$ cat src/rtl/spi_reg_bank.sv
// rtl/spi_reg_bank.sv - SPI mode-0 peripheral exposing a bank of persistent control registers
//
// Ports:
//   clk, rst_n          system clock, asynchronous active-low reset
//   sclk, cs_n, copi    SPI controller inputs, asynchronous to clk
//   cipo, cipo_oe       registered read data and pad output enable
//   regs_o              flattened register contents, reg k at [k*DATA_W +: DATA_W]
//   wr_strobe, wr_addr  one-clk write pulse and address of the last committed write
//   addr_err            one-clk pulse on a completed frame addressing a missing register
//
// Frame (MSB first): R/W (1 = write), ADDR_W address bits, DATA_W data bits.
module spi_reg_bank #(
    parameter int NUM_REGS    = 5,
    parameter int DATA_W      = 8,
    parameter int ADDR_W      = 7,
    parameter int SYNC_STAGES = 2
) (
    input  logic                       clk,
    input  logic                       rst_n,
    input  logic                       sclk,
    input  logic                       cs_n,
    input  logic                       copi,
    output logic                       cipo,
    output logic                       cipo_oe,
    output logic [NUM_REGS*DATA_W-1:0] regs_o,
    output logic                       wr_strobe,
    output logic [ADDR_W-1:0]          wr_addr,
    output logic                       addr_err
);

    localparam int FRAME_W = 1 + ADDR_W + DATA_W;
    localparam int CNT_W   = $clog2(FRAME_W + 1);
    localparam logic [CNT_W-1:0]  ADDR_LAST  = CNT_W'(ADDR_W);
    localparam logic [CNT_W-1:0]  FRAME_LAST = CNT_W'(FRAME_W - 1);
    localparam logic [ADDR_W:0]   NUM_REGS_W = (ADDR_W + 1)'(NUM_REGS);

    typedef enum logic [2:0] {IDLE, ADDR, DATA, COMMIT, DONE} state_t;

    // Synchronisers; all three inputs share the same depth so copi stays aligned with sclk.
    logic [SYNC_STAGES-1:0] sclk_sync, cs_sync, copi_sync;
    logic                   sclk_d, cs_d;
    logic                   sclk_s, cs_s, copi_s;
    logic                   sclk_rise, sclk_fall, cs_fall;

    assign sclk_s    = sclk_sync[SYNC_STAGES-1];
    assign cs_s      = cs_sync[SYNC_STAGES-1];
    assign copi_s    = copi_sync[SYNC_STAGES-1];
    assign sclk_rise = sclk_s & ~sclk_d;
    assign sclk_fall = ~sclk_s & sclk_d;
    assign cs_fall   = ~cs_s & cs_d;

    always_ff @(posedge clk or negedge rst_n) begin
        if (!rst_n) begin
            sclk_sync <= '0;
            cs_sync   <= '1;
            copi_sync <= '0;
            sclk_d    <= 1'b0;
            cs_d      <= 1'b1;
        end else begin
            sclk_sync <= {sclk_sync[SYNC_STAGES-2:0], sclk};
            cs_sync   <= {cs_sync[SYNC_STAGES-2:0], cs_n};
            copi_sync <= {copi_sync[SYNC_STAGES-2:0], copi};
            sclk_d    <= sclk_s;
            cs_d      <= cs_s;
        end
    end

    state_t                     state;
    logic [CNT_W-1:0]           bit_cnt;
    logic [ADDR_W:0]            hdr_sr;    // {rw, addr}; frozen once the data phase starts
    logic [DATA_W-1:0]          data_sr;
    logic [DATA_W-1:0]          out_sr;
    logic [NUM_REGS*DATA_W-1:0] regs_q;
    logic [DATA_W-1:0]          rd_val;
    logic                       hdr_rw;
    logic [ADDR_W-1:0]          hdr_addr;
    logic                       addr_ok;

    assign hdr_rw   = hdr_sr[ADDR_W];
    assign hdr_addr = hdr_sr[ADDR_W-1:0];
    assign addr_ok  = {1'b0, hdr_addr} < NUM_REGS_W;
    assign regs_o   = regs_q;

    // Out-of-range addresses match no register, so reads return zeros.
    always_comb begin
        rd_val = '0;
        for (int k = 0; k < NUM_REGS; k++) begin
            if ({1'b0, hdr_addr} == (ADDR_W + 1)'(k)) rd_val = regs_q[k*DATA_W +: DATA_W];
        end
    end

    always_ff @(posedge clk or negedge rst_n) begin
        if (!rst_n) begin
            state     <= IDLE;
            bit_cnt   <= '0;
            hdr_sr    <= '0;
            data_sr   <= '0;
            out_sr    <= '0;
            regs_q    <= '0;
            cipo      <= 1'b0;
            cipo_oe   <= 1'b0;
            wr_strobe <= 1'b0;
            wr_addr   <= '0;
            addr_err  <= 1'b0;
        end else begin
            wr_strobe <= 1'b0;
            addr_err  <= 1'b0;
            case (state)
                IDLE: begin
                    cipo    <= 1'b0;
                    cipo_oe <= 1'b0;
                    if (cs_fall) begin
                        state   <= ADDR;
                        bit_cnt <= '0;
                    end
                end
                ADDR: begin
                    if (cs_s) begin
                        state <= IDLE;
                    end else if (sclk_rise) begin
                        hdr_sr  <= (ADDR_W + 1)'({hdr_sr, copi_s});
                        bit_cnt <= bit_cnt + 1'b1;
                        if (bit_cnt == ADDR_LAST) state <= DATA;
                    end
                end
                DATA: begin
                    if (cs_s) begin
                        state   <= IDLE;
                        cipo    <= 1'b0;
                        cipo_oe <= 1'b0;
                    end else begin
                        if (sclk_rise) begin
                            data_sr <= DATA_W'({data_sr, copi_s});
                            bit_cnt <= bit_cnt + 1'b1;
                            if (bit_cnt == FRAME_LAST) state <= COMMIT;
                        end
                        // Read data: first fall of the data phase loads, later falls shift.
                        if (sclk_fall && !hdr_rw) begin
                            cipo_oe <= 1'b1;
                            if (!cipo_oe) begin
                                cipo   <= rd_val[DATA_W-1];
                                out_sr <= rd_val << 1;
                            end else begin
                                cipo   <= out_sr[DATA_W-1];
                                out_sr <= out_sr << 1;
                            end
                        end
                    end
                end
                COMMIT: begin
                    state   <= DONE;
                    cipo    <= 1'b0;
                    cipo_oe <= 1'b0;
                    if (!addr_ok) begin
                        addr_err <= 1'b1;
                    end else if (hdr_rw) begin
                        wr_strobe <= 1'b1;
                        wr_addr   <= hdr_addr;
                        for (int k = 0; k < NUM_REGS; k++) begin
                            if ({1'b0, hdr_addr} == (ADDR_W + 1)'(k))
                                regs_q[k*DATA_W +: DATA_W] <= data_sr;
                        end
                    end
                end
                DONE: begin
                    cipo    <= 1'b0;
                    cipo_oe <= 1'b0;
                    if (cs_s) state <= IDLE;
                end
                default: state <= IDLE;
            endcase
        end
    end

endmodule

$ cat config.mk
export PLATFORM = sky130hd
export DESIGN_NAME = spi_reg_bank
export DESIGN_NICKNAME = d
export VERILOG_FILES = /design/src/rtl/spi_reg_bank.sv
export SDC_FILE = /design/constraint.sdc
export NUM_CORES = 1
export LEC_CHECK = 0
export CORE_MARGIN = 5
export CORE_UTILIZATION = 58
export CTS_CLUSTER_SIZE = 20
export DETAILED_ROUTE_END_ITERATION = 8
export HOLD_SLACK_MARGIN = 0.15
export PLACE_DENSITY = 0.87
export SYNTH_ARGS = -nofsm -noshare
export SYNTH_HDL_FRONTEND = slang
export SYNTH_SLANG_ARGS = --single-unit
$ cat constraint.sdc
create_clock -name clk -period 2.8 [get_ports clk]
set_input_delay 0.42 -clock clk [delete_from_list [all_inputs] [get_ports clk]]
set_output_delay 0.42 -clock clk [all_outputs]
set_load 0.005 [all_outputs]
==> flow_summary.ini <==
[status]
status = complete, no violations

[routing]
finalWirelength_mm = 8.62
via_count = 2612
drc = 0
avgRoutedWirePerCell_um = 19.5
antenna_left = 0
drtIter0Drc = 104
firstDrtPassIters = 5
vias_per_cell = 5.91

[global_route]
grt_pass1_vias = 2753
overflow = 0
antenna_found_initial = 0
met1_usage = 0.284
grtUsageTotal = 0.215
grt-busiest-layer = met2
globalRouteMet2Util = 0.340
grt_max_degree = 52
grt_pass1_wl_mm = 14.2
grt_use_met3 = 0.0447

[floorplanning]
rows = 30
floorplan.die_area_um2 = 8530
core_area_um2 = 6680
dieHeight_um = 92.4
die_x_um = 92.4
ios = 56
start_util = 0.589

[yosys]
synth_area_um2 = 3930
seq_area_frac_synth = 0.573
syn_inst = 303
synth_area_leaders = dfrtp_1 55%, mux2_2 14%, mux2_1 3.1%
synth_top_area_cell = dfrtp_1
ys_types = 47
ys_seq_elements = 90
synth_nets = 310
synth.top_cell.area_share = 0.553
synth-edff-count = 0
async_flop_share = 1.00
synth.avg_cell_area_um2 = 13.0
synth_top_flop_cell = dfrtp_1
yosysWarningCount = 0

[finish]
fin_area_um2 = 4770
multiInputGateArea_um2 = 1590
fillCellCount = 452
postLayoutCoreUtil = 0.714
final_layout_size_suffix_gt1_frac = 0.224
syn_to_final_growth_pct = 21.3
final_cell_mix = 87 x dfrtp_1, 54 x clkdlybuf4s50_1, 49 x mux2_2, 23 x nand2_1
instances_no_fill = 442
nNetsFinal = 364
diodes = 0
final_common_cell = dfrtp_1
ff_latch_area_um2 = 2260

[pwr]
power_density_nw_per_um2 = 536
peakVddDrop_v = 0.000480
power_leakage_uw = 0.00225

[clock_network]
htreeDepth = 3
ctsResizeCount = 0
insertion_delay_ps = 360
cts.reportedPaths.clkPinSlew_ps = 90
cts_root_buf = clkbuf_8
clockBufferDepth = 2
clock_sinks = 90
cts_buffers = 9
tritoncts = built

[setup_path]
setup.worst_path.start_class = flip-flop
path_cells = nor2_1, nand3_2, mux2_1
crit_arrival_ps = 2450
rr_startpoint = hdr_sr[1]
reg2reg_setup_slack_ps = 590
cpPeakStageDelay_ps = 670
path_max_fanout = 23
cp.required_ps = 3040
r2r_end = regs_o[38]
path_class = reg2reg
cp_top_family = simple AND/OR/NAND/NOR gates
reg2reg_depth = 3
critPathSlowestCell = dfrtp_1
endpoint_kind = flip-flop
path_buf_inv = 0

[timing]
maxSlewViolCount = 0
grt_setup_unrepaired = false
min_period_ps = 2210
finalClockSkew_ps = 9.69
max_freq_mhz = 453
finalSetupTns_ps = 0
setup_viol = 0
worstMarginPinSlew_ps = 754
max-slew-margin-rel = 0.498
fin_crit_sh = 0.789
hold_viol = 0

[run]
drv_cap = 0

[min_path]
holdPathEnd = sclk_sync[1]
min_path_type = reg2reg
whs_path_depth = 0
hold_start = sclk_sync[0]

[place]
io_buffer_count = 55
dp_cells = 425
dp_hpwl_mm = 5.84
place_congestion = 0.850
placed_area_um2 = 4550
[sequential cells by signal (all words and copies together) (netlist names), 3 cells and up]
name,cells
bit_cnt,5
data_sr,8
hdr_sr,8
out_sr,7
regs_o,40
state,3
wr_addr,7
[worst max-delay path by stage]
stage | start | cells after the start | slack, ps | endpoint
5_1_grt | hdr_sr[1] | 3 | 430 | regs_o[38]
4_1_cts | hdr_sr[1] | 3 | 600 | regs_o[38]
2_1_floorplan | state[2] | 7 | 1060 | regs_o[32]
3_5_place_dp | hdr_sr[1] | 3 | 610 | regs_o[38]
6_report | hdr_sr[1] | 3 | 590 | regs_o[38]
3_3_place_gp | hdr_sr[1] | 3 | 680 | regs_o[32]
[area by class of cell]
type                       count  area share
sequential                    90       0.473
timing repair buffer          61       0.127
multi-input combinational    192       0.332
clock buffer                  10      0.0288
inverter                       3     0.00236
clock inverter                 6      0.0155
tap                           80      0.0210
[synth_stat cells, types with 2 or more instances]
cell type / instances
o221ai_1: 6
a21oi_1: 9
buf_2: 9
dfstp_2: 3
buf_1: 2
o211ai_1: 5
mux2_2: 49
mux2i_1: 11
and3b_1: 2
and3_1: 4
nor2b_1: 5
clkbuf_1: 6
nand4_1: 2
nor2_1: 11
a22o_1: 2
o21a_1: 6
a221o_1: 2
xor2_1: 3
a21o_1: 2
ha_1: 2
o21ai_0: 2
nand3_1: 5
nand2_1: 23
a211oi_1: 6
dfrtp_1: 87
nor3_1: 5
inv_1: 3
nand3_2: 2
mux2_1: 11
[worst register-to-register path, stage by stage (launching register included)]
cell     delay [ps]
dfrtp_1         670
nor2_1          640
nand3_2         380
mux2_1          400
[power breakdown]
part	internal (µW)	leakage [µW]	switching, µW
Combinational	101	0.000920	158
Sequential	1320	0.00123	53.7
Clock	448	0.000101	475
[cells by family (layout without fill, tap and decap cells)]
group,Yosys count,count (layout),synth area share
adders and majority gates,2,2,0.00636
and+or+nand+nor,69,69,0.102
buffers and inverters,21,80,0.0232
DFF,90,90,0.573
xor gates and xnor gates,3,3,0.00668
AOI/OAI and AO/OA,47,47,0.0887
muxes,71,71,0.200
[routing by layer]
metal,share of wire,vias to the layer above
li1,-,1210
met1,0.45,1321
met2,0.49,69
met3,0.036,12
met4,0.019,0
met5,0,-
[through the flow]
stage          worst slack (ps)  total power (µW)  hold WS (ps)
6_report                    592              2560           358
3_3_place_gp                676              1650           337
3_5_place_dp                615              1660           337
4_1_cts                     598              2580           360
5_1_grt                     433              2650           366
2_1_floorplan              1060              1580           124
[what timing repair did]
action / 4_1_cts / 5_1_grt
setup buffers: 0 / 0
hold endpoints to repair: 47 / 0
hold buffers: 1 / 0
No activity file was read; power rests on OpenSTA's default activity.
==> RTL change 1, RTL diff (config.mk and constraints unchanged) <==
Change the parameter `NUM_REGS` from 5 to 4.
--- a/src/rtl/spi_reg_bank.sv
+++ b/src/rtl/spi_reg_bank.sv
@@ -12,3 +12,3 @@
 module spi_reg_bank #(
-    parameter int NUM_REGS    = 5,
+    parameter int NUM_REGS    = 4,
     parameter int DATA_W      = 8,
Ports: changed (resized regs_o); port bits go from 56 to 48. No check against the original RTL was run, so the function may have changed too.
==> RTL change 1 against the original RTL <==
Area after synthesis fell by 12%; worst setup slack got worse by 0.30 ns; count of clock-buffer cells in the layout rose by 1; total power down 9.7%; sequential cell count decreased by 8; cell area decreased by 12%; routed wire length is 17% lower; critical endpoint is now regs_o[17]; largest cell class unchanged.
==> RTL change 1: results (changes against the original RTL) <==
finish:
  synthToLayoutAreaGrowth_pct: 21.3  # about the same
  bufAreaShareNonClock_pct: 11.8  # -0.91 points
  largest_register_ffs: 32  # -20%
  multi_input_area_um2: 1350  # -15%
  clkCellAreaFrac_pct: 4.85  # +0.42 points
  drive_gt1_share_pct: 29.7  # +7.4 points
  finalNetCount: 308  # -15%
  fin_cells: 381  # -14%
  nNonClkBuffers: 51  # -16%
  seq_share_pct: 48.8  # +1.6 points
synthesis:
  synth_nets: 259  # -16%
  synthTopCellsByArea: "dfrtp_1 (57%), mux2_2 (19%), mux4_2 (2.6%)"
  synth_cells: 252  # -17%
  yosysUniqueCellTypes: 41  # -13%
  ys_top_cells_by_count: "dfrtp_1 (79), mux2_2 (60), nor2_1 (15), nor2b_1 (10), nand2_1 (8)"
  async_flop_share_pct: 100  # unchanged
power:
  pwr-share-seq_pct: 54.6  # +0.8 points
  p_clk_share_pct: 37.6  # +1.5 points
  leakagePower_nw: 1.99  # -12%
  switching_share_pct: 24.5  # -2.4 points
  ir_drop_mv: 0.383  # -20%
route:
  drt_wl_total_um: 7190  # -17%
  wl_met2_um: 3510  # -18%
  viasPerCell: 5.87  # -0.64%
  first_pass_iters: 4  # -1
  drt_iter0_drc: 210  # +100%
  wl_met3_um: 401  # +30%
place:
  place_area_um2: 4010  # -12%
  dp.cells: 365  # -14%
  dp_hpwl_um: 4630  # -21%
  port_buffers: 47  # -15%
  pre_cts_ws_ns: 0.311  # -0.304 ns
  gp_congestion: 0.839  # -1.3%
setup_path:
  cp-endpoint: "regs_o[17]"
  path_max_fanout: 8  # -65%
  arrival_ns: 2.74  # +0.29 ns
  ff2ff_path_depth: 4  # +1
  cpPeakStageDelay_ns: 0.56  # -0.11 ns
  reg2reg_slack_ns: 0.29  # -0.30 ns
global_route:
  grt_usage_pct: 21.0  # -0.50 points
  grt_pass1_wl_um: 12000  # -15%
  grt_max_degree: 83  # +60%
sta:
  slew_headroom_pct: 34.4  # -15 points
  holdWs_ns: 0.227  # -0.131 ns
  clock.fmax_mhz: 399  # -12%
  fin_skew_ns: 0.00960  # -0.0000842 ns
clock_tree:
  ctsHoldBuffers: 0  # -1
  cts.sinks: 82  # -8.9%
outcome:
  status: "finished clean"
min_path:
  holdCritPathClass: "input pin to asynchronous set/reset pin"
[RTL change 1: changes by cell type in the layout (fill, tap and decap cells not counted), sizes merged, moves of 3 or more]
cell / unedited run / this run
nor2b: 5 / 10
nand3: 7 / 4
nor2: 11 / 15
mux2i: 11 / 0
o21a: 6 / 0
clkdlybuf4s50: 54 / 46
o211ai: 5 / 2
nand2: 23 / 8
a211oi: 6 / 0
mux4: 0 / 4
dfrtp: 87 / 79
[RTL change 1: cells by family after synthesis]
| group | after synthesis | share of synthesized area [%] |
|---|---|---|
| and+or+nand+nor | 59 | 10.1 |
| buffers and inverters | 16 | 1.98 |
| adders and majority gates | 2 | 0.721 |
| DFF | 82 | 59.2 |
| xor gates and xnor gates | 3 | 0.757 |
| AOI/OAI and AO/OA | 26 | 5.19 |
| muxes | 64 | 22.1 |
[RTL change 1: routing by layer]
layer | vias to the layer above | GRT usage, %
met4 | 0 | 8.79
met1 | 1141 | 28.1
met5 | - | 0
li1 | 1016 | -
met2 | 67 | 32.1
met3 | 13 | 6.34
==> RTL change 2, RTL diff (same flow settings) <==
Without the edit above. Put one more register stage on the output `regs_o`, with the module's reset. The value now appears one clock later. The other outputs are not delayed to match.
--- a/src/rtl/spi_reg_bank.sv
+++ b/src/rtl/spi_reg_bank.sv
@@ -81,3 +81,9 @@
     assign addr_ok  = {1'b0, hdr_addr} < NUM_REGS_W;
-    assign regs_o   = regs_q;
+    always_ff @(posedge clk or negedge rst_n) begin
+        if (!rst_n) begin
+            regs_o <= '0;
+        end else begin
+            regs_o <= regs_q;
+        end
+    end
 
Behaviour: same outputs for any inputs over 10 cycles, from zero or initial values and one cycle with rst_n low; that may be too few to reach the edited logic, so the function may still have changed.
==> RTL change 2 against the original RTL <==
Cell count up 21%; area after synthesis increased by 29%; sequential power grew 42%; routed wire length rose by 30%; die area up 26%; via count is 21% higher; sequential cell count up 40; worst setup slack got worse by 0.049 ns; total power grew 72%; clock power increased by 140%; cell area increased by 32%; critical path depth grew 1; synthesized cell count up 16%; highest routed layer unchanged.
==> RTL change 2: results (changes against the original RTL) <==
outcome:
  status: "finished clean"
global_route:
  grt_pass1_wl_um: 18400  # +30%
  grt_max_degree: 58  # +12%
  grt_pass1_vias: 3397  # +23%
synthesis:
  ys_top_cells_by_count: "dfrtp_1 (127), mux2_2 (41), mux2i_1 (19), mux2_4 (16)"
  synthTopCellsByArea: "dfrtp_1 (63%), mux2_2 (9.1%), mux2_4 (4.7%)"
  yosysSeqAreaShare_pct: 64.2  # +6.9 points
  yosysUniqueCellTypes: 48  # +2.1%
setup_path:
  reg2reg_slack_ns: 0.54  # -0.05 ns
  cpPeakStageDelay_ns: 0.58  # -0.09 ns
  r2r_start: "state[0]"
  ff2ff_path_depth: 4  # +1
  arrival_ns: 2.68  # +0.23 ns
clock_tree:
  h-tree-depth: 4  # +1
  clk_latency_ns: 0.52  # +0.16 ns
sta:
  holdWs_ns: 0.314  # -0.0432 ns
finish:
  fillers: 512  # +13%
  drive_gt1_share_pct: 25.9  # +3.5 points
  fin_cells: 537  # +21%
  finalNetCount: 423  # +16%
place:
  dp_hpwl_um: 6880  # +18%
  dp.cells: 504  # +19%
min_path:
  hold_path_depth: 1  # +1
  hp-start: "cs_n"
route:
  dr_total_vias: 3173  # +21%
  wl_per_cell_um: 20.9  # +7.0%
power:
  internal-power_mw: 3.37  # +80%
==> RTL change 2: cells by family (layout without fill, tap and decap cells) <==
group	Yosys count	after routing	share of synthesized area (%)
buf+inv	23	100	2.20
fa+ha+maj	2	2	0.494
flops	130	130	64.2
compound gates	46	46	6.07
simple gates	71	71	8.44
mux	77	77	18.0
xor+xnor	3	3	0.518
==> RTL change 2: power groups by stage <==
stage	clock network, mW	registers [mW]	logic [mW]
floorplan	0	1.95	0.177
global route	2.31	1.96	0.262
global placement	0	1.98	0.218
finish	2.20	1.96	0.238
CTS	2.22	1.96	0.236
detailed placement	0	1.99	0.228
==> RTL change 2: area by class of cell <==
cell class              instances  area (um^2)  share of cell area (%)
clock buffers                  20          435                    6.89
multi-input cells             199         1700                    26.9
well taps                     108          135                    2.14
repair buffers                 61          608                    9.62
clock inverters                12          159                    2.51
inverters                       7         26.3                   0.416
flip-flops and latches        130         3260                    51.5
==> RTL change 2: how the worst max path moves through the flow <==
stage | endpoint | startpoint | slack [ns] | depth (start not counted)
after global routing | out_sr[3] | state[0] | 0.27 | 4
after global placement | regs_q[19] | state[1] | 0.73 | 4
after floorplan | regs_q[10] | hdr_sr[6] | 1.08 | 5
final | out_sr[3] | state[0] | 0.54 | 4
after detailed placement | regs_q[22] | state[1] | 0.65 | 4
after CTS | out_sr[3] | state[0] | 0.56 | 4
==> RTL change 2: through the flow <==
stage	worst slack [ns]	power (mW)	util, %	area, um^2
after floorplan	1.08	2.13	-	5070
after global placement	0.729	2.20	66.2	5720
after detailed placement	0.651	2.21	66.2	5720
after CTS	0.557	4.41	73.2	6320
after global routing	0.268	4.53	73.2	6320
final	0.542	4.40	73.2	6320
==> RTL change 2: worst max-delay path: cells and delay by family, from the launching register on <==
family	cells	cell delay, ns
simple gates	3	1.40
flops	1	0.52
compound gates	1	0.25
==> RTL change 2: per-layer routing <==
metal	up-vias	track usage [%]	routed length, um
met3	26	6.77	775
li1	1382	-	-
met5	-	0	0
met4	0	9.46	221
met1	1617	31.0	4600
met2	148	36.0	5610
